### config.mk
export PLATFORM = sky130hd
export DESIGN_NAME = montgomery_exp_ctrl_flat
export DESIGN_NICKNAME = d
export VERILOG_FILES = /design/src/rtl/montgomery_exp_ctrl_if.sv /design/src/rtl/montgomery_exp_ctrl.sv /design/src/flat_wrapper.sv
export SDC_FILE = /design/constraint.sdc
export NUM_CORES = 2
export LEC_CHECK = 0
export BUFFER_PORTS_ARGS = -buffer_cell sky130_fd_sc_hd__buf_2
export CORE_AREA = 3 3 700 702
export CTS_BUF_LIST = sky130_fd_sc_hd__clkbuf_4
export DETAILED_ROUTE_END_ITERATION = 8
export DIE_AREA = 0 0 703 705
export HOLD_SLACK_MARGIN = 0.06
export PLACE_DENSITY = 0.33
export SYNTH_ARGS = -nofsm -noshare
export SYNTH_HDL_FRONTEND = slang
export SYNTH_SLANG_ARGS = --single-unit
### constraint.sdc
create_clock -name clk -period 71.9 [get_ports clk]
set_input_delay 14.38 -clock clk [delete_from_list [all_inputs] [get_ports clk]]
set_output_delay 14.38 -clock clk [all_outputs]
set_load 0.05 [all_outputs]
### src/rtl/montgomery_exp_ctrl_if.sv
// montgomery_exp_ctrl_if
//   Bundles the host-side command/status signals and the multiplier-side
//   request/response signals of the Montgomery exponentiation sequencer.
//
//   Host side:       start_p, base_mont, one_mont, exponent, ebits  (to ctrl)
//                    busy, result, done_irq_p, op_count             (from ctrl)
//   Multiplier side: mul_enable_p, mul_a, mul_b                     (from ctrl)
//                    mul_y, mul_done_p                              (to ctrl)
//
//   slave  : view used by the sequencer itself.
//   master : view used by the environment (host plus attached multiplier).
`timescale 1ns/1ps
interface montgomery_exp_ctrl_if #(
    parameter int NBITS = 256,
    parameter int EBITS = 256
);
    localparam int EW = $clog2(EBITS) + 1;

    logic             start_p;
    logic [NBITS-1:0] base_mont;
    logic [NBITS-1:0] one_mont;
    logic [EBITS-1:0] exponent;
    logic [EW-1:0]    ebits;
    logic             busy;
    logic [NBITS-1:0] result;
    logic             done_irq_p;
    logic [15:0]      op_count;
    logic             mul_enable_p;
    logic [NBITS-1:0] mul_a;
    logic [NBITS-1:0] mul_b;
    logic [NBITS-1:0] mul_y;
    logic             mul_done_p;

    modport slave (
        input  start_p, base_mont, one_mont, exponent, ebits, mul_y, mul_done_p,
        output busy, result, done_irq_p, op_count, mul_enable_p, mul_a, mul_b
    );

    modport master (
        output start_p, base_mont, one_mont, exponent, ebits, mul_y, mul_done_p,
        input  busy, result, done_irq_p, op_count, mul_enable_p, mul_a, mul_b
    );
endinterface

### src/rtl/montgomery_exp_ctrl.sv
// montgomery_exp_ctrl
//   Left-to-right square-and-multiply modular exponentiation sequencer that
//   drives one Montgomery multiplier. All values stay in Montgomery form.
//
//   clk  : system clock, rising edge
//   rst  : asynchronous active-high reset
//   bus  : montgomery_exp_ctrl_if.slave
//          host in : start_p, base_mont, one_mont, exponent, ebits
//          host out: busy, result, done_irq_p, op_count
//          mult out: mul_enable_p, mul_a, mul_b
//          mult in : mul_y, mul_done_p
`timescale 1ns/1ps
module montgomery_exp_ctrl #(
    parameter int NBITS = 256,
    parameter int EBITS = 256
) (
    input  logic                 clk,
    input  logic                 rst,
    montgomery_exp_ctrl_if.slave bus
);
    localparam int IDXW = $clog2(EBITS) + 1;
    localparam int BITW = (EBITS > 1) ? $clog2(EBITS) : 1;

    typedef enum logic [2:0] {
        IDLE,
        CHECK,
        SQR_REQ,
        SQR_WAIT,
        MUL_REQ,
        MUL_WAIT,
        DONE
    } state_t;

    state_t           state;
    state_t           state_n;
    logic             mul_enable;
    logic             done_irq;
    logic [NBITS-1:0] acc;
    logic [NBITS-1:0] base_r;
    logic [EBITS-1:0] exp_r;
    logic [IDXW-1:0]  idx;
    logic [15:0]      op_count_r;
    logic [NBITS-1:0] result_r;
    logic [NBITS-1:0] mul_a_r;
    logic [NBITS-1:0] mul_b_r;
    logic             cur_bit;

    function automatic logic [15:0] sat_inc(input logic [15:0] v);
        return (v == 16'hFFFF) ? v : v + 16'd1;
    endfunction

    // idx has already been decremented in CHECK, so it points at the bit
    // whose square is in flight.
    assign cur_bit = exp_r[idx[BITW-1:0]];

    always_ff @(posedge clk or posedge rst) begin
        if (rst) begin
            state <= IDLE;
        end else begin
            state <= state_n;
        end
    end

    always_comb begin
        state_n    = state;
        mul_enable = 1'b0;
        done_irq   = 1'b0;
        case (state)
            IDLE: begin
                if (bus.start_p) begin
                    state_n = CHECK;
                end
            end
            CHECK: begin
                state_n = (idx == '0) ? DONE : SQR_REQ;
            end
            SQR_REQ: begin
                mul_enable = 1'b1;
                state_n    = SQR_WAIT;
            end
            SQR_WAIT: begin
                if (bus.mul_done_p) begin
                    state_n = cur_bit ? MUL_REQ : CHECK;
                end
            end
            MUL_REQ: begin
                mul_enable = 1'b1;
                state_n    = MUL_WAIT;
            end
            MUL_WAIT: begin
                if (bus.mul_done_p) begin
                    state_n = CHECK;
                end
            end
            DONE: begin
                done_irq = 1'b1;
                state_n  = IDLE;
            end
            default: begin
                state_n = IDLE;
            end
        endcase
    end

    always_ff @(posedge clk or posedge rst) begin
        if (rst) begin
            acc        <= '0;
            base_r     <= '0;
            exp_r      <= '0;
            idx        <= '0;
            op_count_r <= '0;
            result_r   <= '0;
            mul_a_r    <= '0;
            mul_b_r    <= '0;
        end else begin
            case (state)
                IDLE: begin
                    if (bus.start_p) begin
                        base_r     <= bus.base_mont;
                        exp_r      <= bus.exponent;
                        acc        <= bus.one_mont;
                        idx        <= (bus.ebits > IDXW'(EBITS)) ? IDXW'(EBITS) : bus.ebits;
                        op_count_r <= '0;
                    end
                end
                CHECK: begin
                    // Result is captured on the way into DONE so it is already
                    // valid during the done_irq_p cycle.
                    if (idx == '0) begin
                        result_r <= acc;
                    end else begin
                        idx     <= idx - IDXW'(1);
                        mul_a_r <= acc;
                        mul_b_r <= acc;
                    end
                end
                SQR_REQ, MUL_REQ: begin
                    op_count_r <= sat_inc(op_count_r);
                end
                SQR_WAIT: begin
                    if (bus.mul_done_p) begin
                        acc <= bus.mul_y;
                        // Operands for the multiply step come straight from the
                        // square result, since acc only updates on this edge.
                        if (cur_bit) begin
                            mul_a_r <= bus.mul_y;
                            mul_b_r <= base_r;
                        end
                    end
                end
                MUL_WAIT: begin
                    if (bus.mul_done_p) begin
                        acc <= bus.mul_y;
                    end
                end
                default: begin
                end
            endcase
        end
    end

    assign bus.busy         = (state != IDLE);
    assign bus.done_irq_p   = done_irq;
    assign bus.mul_enable_p = mul_enable;
    assign bus.result       = result_r;
    assign bus.op_count     = op_count_r;
    assign bus.mul_a        = mul_a_r;
    assign bus.mul_b        = mul_b_r;
endmodule

### src/flat_wrapper.sv
// flat-port wrapper written by rule: the top's interface ports become plain ports
module montgomery_exp_ctrl_flat 
#(
    parameter int NBITS = 256,
    parameter int EBITS = 256
)
  (clk, rst, bus_start_p, bus_base_mont, bus_one_mont, bus_exponent, bus_ebits, bus_mul_y, bus_mul_done_p, bus_busy, bus_result, bus_done_irq_p, bus_op_count, bus_mul_enable_p, bus_mul_a, bus_mul_b);
  montgomery_exp_ctrl_if #(.NBITS(NBITS), .EBITS(EBITS)) bus_i ();
  input  logic clk;
  input  logic rst;
  input wire logic [$bits(bus_i.start_p)-1:0] bus_start_p;
  input wire logic [$bits(bus_i.base_mont)-1:0] bus_base_mont;
  input wire logic [$bits(bus_i.one_mont)-1:0] bus_one_mont;
  input wire logic [$bits(bus_i.exponent)-1:0] bus_exponent;
  input wire logic [$bits(bus_i.ebits)-1:0] bus_ebits;
  input wire logic [$bits(bus_i.mul_y)-1:0] bus_mul_y;
  input wire logic [$bits(bus_i.mul_done_p)-1:0] bus_mul_done_p;
  output wire logic [$bits(bus_i.busy)-1:0] bus_busy;
  output wire logic [$bits(bus_i.result)-1:0] bus_result;
  output wire logic [$bits(bus_i.done_irq_p)-1:0] bus_done_irq_p;
  output wire logic [$bits(bus_i.op_count)-1:0] bus_op_count;
  output wire logic [$bits(bus_i.mul_enable_p)-1:0] bus_mul_enable_p;
  output wire logic [$bits(bus_i.mul_a)-1:0] bus_mul_a;
  output wire logic [$bits(bus_i.mul_b)-1:0] bus_mul_b;
  assign bus_i.start_p = bus_start_p;
  assign bus_i.base_mont = bus_base_mont;
  assign bus_i.one_mont = bus_one_mont;
  assign bus_i.exponent = bus_exponent;
  assign bus_i.ebits = bus_ebits;
  assign bus_i.mul_y = bus_mul_y;
  assign bus_i.mul_done_p = bus_mul_done_p;
  assign bus_busy = bus_i.busy;
  assign bus_result = bus_i.result;
  assign bus_done_irq_p = bus_i.done_irq_p;
  assign bus_op_count = bus_i.op_count;
  assign bus_mul_enable_p = bus_i.mul_enable_p;
  assign bus_mul_a = bus_i.mul_a;
  assign bus_mul_b = bus_i.mul_b;
  montgomery_exp_ctrl #(.NBITS(NBITS), .EBITS(EBITS)) u_core (.clk(clk), .rst(rst), .bus(bus_i));
endmodule
Word-level counts from Yosys, hierarchy flattened. Index checks and enable logic that the tools add are counted. W data, S select, Z words.

Flip-flop bits (word level): 1564. Latch bits: 0. RAM bits: 0. Memory bits (read-only): 0. Input port bits: 1037. Output and inout port bits: 787. Memories: 0.

$add $sub $neg: 2. Multipliers: 0. Divide/modulo/power cells: 0. Order comparisons: 2. Equality and inequality tests: 14. Shift operators: 0. Multiplexer cells: 27. Bitwise logic cells: 0. Reductions and logical operators: 16.

Operator list (count): $mux W256 (7); $pmux W256 S2 (3); $mux W16 (2); $pmux W16 S2 (1); $mux W9 (3); $pmux W3 S6 (1); $pmux W9 S2 (1); $add A16 B1 Y16 const B (1); $eq A16 B16 Y1 const B (1); $mux W3 (5); $reduce_and A3 Y1 (4); $ne A2 B2 Y1 const B (5); $eq A3 B3 Y1 const B (3); $gt A9 B9 Y1 const B (1); $logic_not A9 Y1 (1); $lt A8 B9 Y1 const B (1); $sub A9 B1 Y9 const B (1); $bmux W1 S8 (1); $reduce_bool A2 Y1 (4); $eq A3 B2 Y1 const B (2); $ne A2 B1 Y1 const B (2); $reduce_and A2 Y1 (2); $reduce_and A4 Y1 (1); $reduce_or A2 Y1 (2); 4 further kinds (6).

Logic depth before layout (Yosys ltp).
Word-level depth: 5. Depth in mapped cells: 14. Depth with buffers taken out: 8.

Worst setup path after synthesis. Ideal clock, no wire load.

Kind: input-to-reg. Start: input bus_start_p. End: register u_core.base_r[0]. Setup time: 0.125 ns. Data arrival time: 15.858 ns. Data required time: 71.775 ns. Slack: 55.917 ns. Stages: 6. Buffers on the path: 3. Cells stage by stage: nor2b_1 -> and2_1 -> clkbuf_1 -> clkbuf_1 -> clkbuf_1 -> mux2_2.

Longest elaborated chain between the ends: 1.

Ends and longest elaborated chain: start: declaration (line flat_wrapper.sv:11) `input wire logic [$bits(bus_i.start_p)-1:0] bus_start_p;`; $reduce_and A2 Y1 (no source line); end signal: assignment (line montgomery_exp_ctrl.sv:119) `base_r <= bus.base_mont;`; end: declaration (line montgomery_exp_ctrl.sv:39) `logic [NBITS-1:0] base_r;`.

Every way passes these cells. A chain may end at the register's enable or synchronous reset.

==> impl_metrics.env <==
export IMPL_clkSinkCount=1564
export IMPL_worst_pin_slew_ns=1.16
export IMPL_vdd_drop_max_mv=0.0435
export IMPL_slew_violations=0
export IMPL_max_freq_mhz=54.5
export IMPL_hold_viol=0
export IMPL_path_max_fanout=116
export IMPL_cts_tree="done"
export IMPL_yosys_warnings=0
export IMPL_status="finished clean"
export IMPL_grt_pass1_wl_mm=548
export IMPL_grt_max_degree=135
export IMPL_total_power_mw=5.46
export IMPL_period_share_pct=25.5
export IMPL_ys_flop_type="dfrtp_1"
export IMPL_ios=1824
export IMPL_firstDrtPassIters=7
export IMPL_avgSynthCellArea_um2=11.4
export IMPL_drt_wl_total_mm=412
export IMPL_fin_hold_ws_ns=0.462
export IMPL_nets=9193
export IMPL_row_count=256
export IMPL_setup_viol=0
export IMPL_die_y_um=705
export IMPL_syn_nets=7138
export IMPL_r2r_cells=16
export IMPL_drc=0
export IMPL_max_cap_violations=0
export IMPL_cts_setup_buffers=0
export IMPL_endpoint_kind="asynchronous set/reset pin"
export IMPL_initial_core_util_pct=14.3
export IMPL_antenna_left=0
export IMPL_cts_max_level=6
export IMPL_path_class="input port to asynchronous set/reset pin"
export IMPL_synth_area_um2=69300
export IMPL_power_density_nw_per_um2=59.2
export IMPL_die_w_um=703
export IMPL_yosysTopAreaCellShare_pct=56.5
export IMPL_startpoint_type="input port"
export IMPL_r2r_setup_slack_ns=63.36
export IMPL_cts_resized=0
export IMPL_place_inst=14100
export IMPL_rsz0062_at_grt="no"
export IMPL_r2r_end="u_core.bus.mul_a[51]"
export IMPL_yosys_top_cells_area="dfrtp_1 (56%), nand2_1 (11%), mux2_2 (8.9%), mux2_4 (7.8%), mux2i_1 (4.0%)"
export IMPL_setup_tns_ns=0
export IMPL_area_growth_pct=33.0
export IMPL_port_buffers=1823
export IMPL_hold_buffers=0
export IMPL_slew_headroom_pct=21.7
export IMPL_grt_util_all_layers_pct=16.1
export IMPL_yosys_area_top_type="dfrtp_1"
export IMPL_period_needed_ns=18.36
export IMPL_cp_endpoint="u_core.bus.mul_a[97]"
export IMPL_dp_hpwl_mm=329
export IMPL_hold_class="register to register"
export IMPL_worstPathArrival_ns=19.72
export IMPL_cts_root_buf="clkbuf_4"
export IMPL_synth_edf_count=0
export IMPL_clk_pin_slew_worst_paths_ns=0.06
export IMPL_p_leak_nw=45.3
export IMPL_cp_startpoint="rst"
export IMPL_required_ns=73.26
export IMPL_avgRoutedWirePerCell_um=27.4
export IMPL_grt_overflow=0
export IMPL_ys_async_sr_fraction_pct=100
export IMPL_antenna_found_initial=337
export IMPL_seq_area_frac_synth_pct=56.5
export IMPL_yosys_register_bits=1564
export IMPL_globalplace_congestion=0.916
export IMPL_clock_latency_ns=1.50
export IMPL_fin_cells=15100
export IMPL_fin_area_um2=92200
export IMPL_cts_buffers=518
export IMPL_vias=57100
export IMPL_dr_first_iter_drc_count=3546
export IMPL_synth_cells=6099
export IMPL_core_area_um2=485000
export IMPL_r2r_start="u_core.idx[2]"
export IMPL_yosysMostFrequentCell="nand2_1"
export IMPL_dieArea_um2=496000
export IMPL_skew_ns=0.137
export IMPL_viasPerCell=3.79
export IMPL_cts_max_path_buffers=4
export IMPL_grt_pass1_vias=59700
export IMPL_synthTopCellsByCount="nand2_1 (2081), dfrtp_1 (1564), mux2_2 (548)"
export IMPL_drive_gt1_share_pct=43.4
export IMPL_synth_cell_types=55
export IMPL_place_area_um2=85500
registers in the layout (all words and copies together) (netlist names):
signal and flops:
u_core.acc 256, u_core.base_r 256, u_core.bus.mul_a 256, u_core.bus.mul_b 256
u_core.bus.result 256, u_core.exp_r 256, u_core.bus.op_count 16, u_core.idx 9
u_core.state 3
cell usage in the layout, fill, tap and decap left out, drive strengths merged, types with 4 or more instances in the layout:
cell type | Yosys | layout
o22ai | 4 | 4
or3 | 9 | 9
clkinv | 2 | 75
nor3 | 9 | 9
o21ai | 22 | 22
mux2i | 279 | 279
xor2 | 7 | 7
nand2 | 2082 | 2082
nand4 | 13 | 13
diode | 0 | 122
a31oi | 4 | 4
nand3 | 17 | 17
buf | 88 | 1908
and2 | 5 | 5
clkbuf | 285 | 733
a21oi | 274 | 274
clkinvlp | 0 | 11
a211oi | 6 | 6
nor2b | 5 | 5
bufinv | 0 | 7
dfrtp | 1564 | 1564
and3 | 7 | 7
nor2 | 280 | 280
mux2 | 1028 | 1028
mux4 | 59 | 59
inv | 11 | 39
kinds of logic (layout without fill, tap and decap cells):
| kind of cell | count (synthesis) | after routing | synth area share (%) |
|---|---|---|---|
| AND/OR/NAND/NOR | 2432 | 2432 | 13.4 |
| XOR/XNOR | 10 | 10 | 0.126 |
| adder cells (fa/ha/maj) | 2 | 2 | 0.0361 |
| multiplexers | 1366 | 1366 | 24.6 |
| buffers and inverters | 386 | 2773 | 2.73 |
| flip-flops | 1564 | 1564 | 56.5 |
| other | 0 | 122 | 0 |
| AO/OA/AOI/OAI | 339 | 339 | 2.63 |
how the worst min path moves through the flow:
stage,startpoint,endpoint,slack (ns),cells past startpoint
global placement,u_core.bus.result[142],u_core.bus.result[142],0.45,2
CTS,u_core.acc[99],u_core.bus.result[99],0.46,2
detailed placement,u_core.bus.result[49],u_core.bus.result[49],0.45,2
global route,u_core.bus.result[163],u_core.bus.result[163],0.48,2
floorplan,u_core.acc[250],u_core.bus.result[250],0.47,2
finish,u_core.bus.result[85],u_core.bus.result[85],0.46,2
critical path: stages:
cell,delay (ns)
buf_2,0.13
inv_8,0.53
buf_12,0.54
buf_12,0.43
buf_12,0.61
buf_4,0.65
buf_4,0.78
buf_4,0.86
where the power goes:
part	total [mW]	leakage, nW	switching, mW	internal (mW)
sequential	1.63	18.8	0.318	1.31
combinational	2.87	22.8	1.88	0.986
clock	0.960	3.75	0.465	0.495
layout make-up:
type,instances,area [µm²]
inverter,13,56.3
timing repair buffer,1908,9900
fill,54200,393000
sequential,1564,39100
multi-input combinational,4149,28300
clock buffer,733,5500
tap,6450,8070
clock inverter,119,862
antenna,122,305
per-layer routing:
metal	track usage, %	part of all wire (%)	vias up
li1	-	-	24900
met1	19.3	40	28600
met2	26.8	47	2421
met3	5.77	9.1	964
met4	4.72	3.3	160
met5	0	0.26	-
per-stage QoR:
| step | setup WS (ns) | utilization (%) |
|---|---|---|
| global route | 53.06 | 19.0 |
| finish | 53.54 | 19.0 |
| CTS | 53.73 | 18.9 |
| detailed placement | 52.02 | 17.6 |
| floorplan | 13.39 | - |
| global placement | 52.12 | 17.6 |
(Power assumes the default switching activity.)
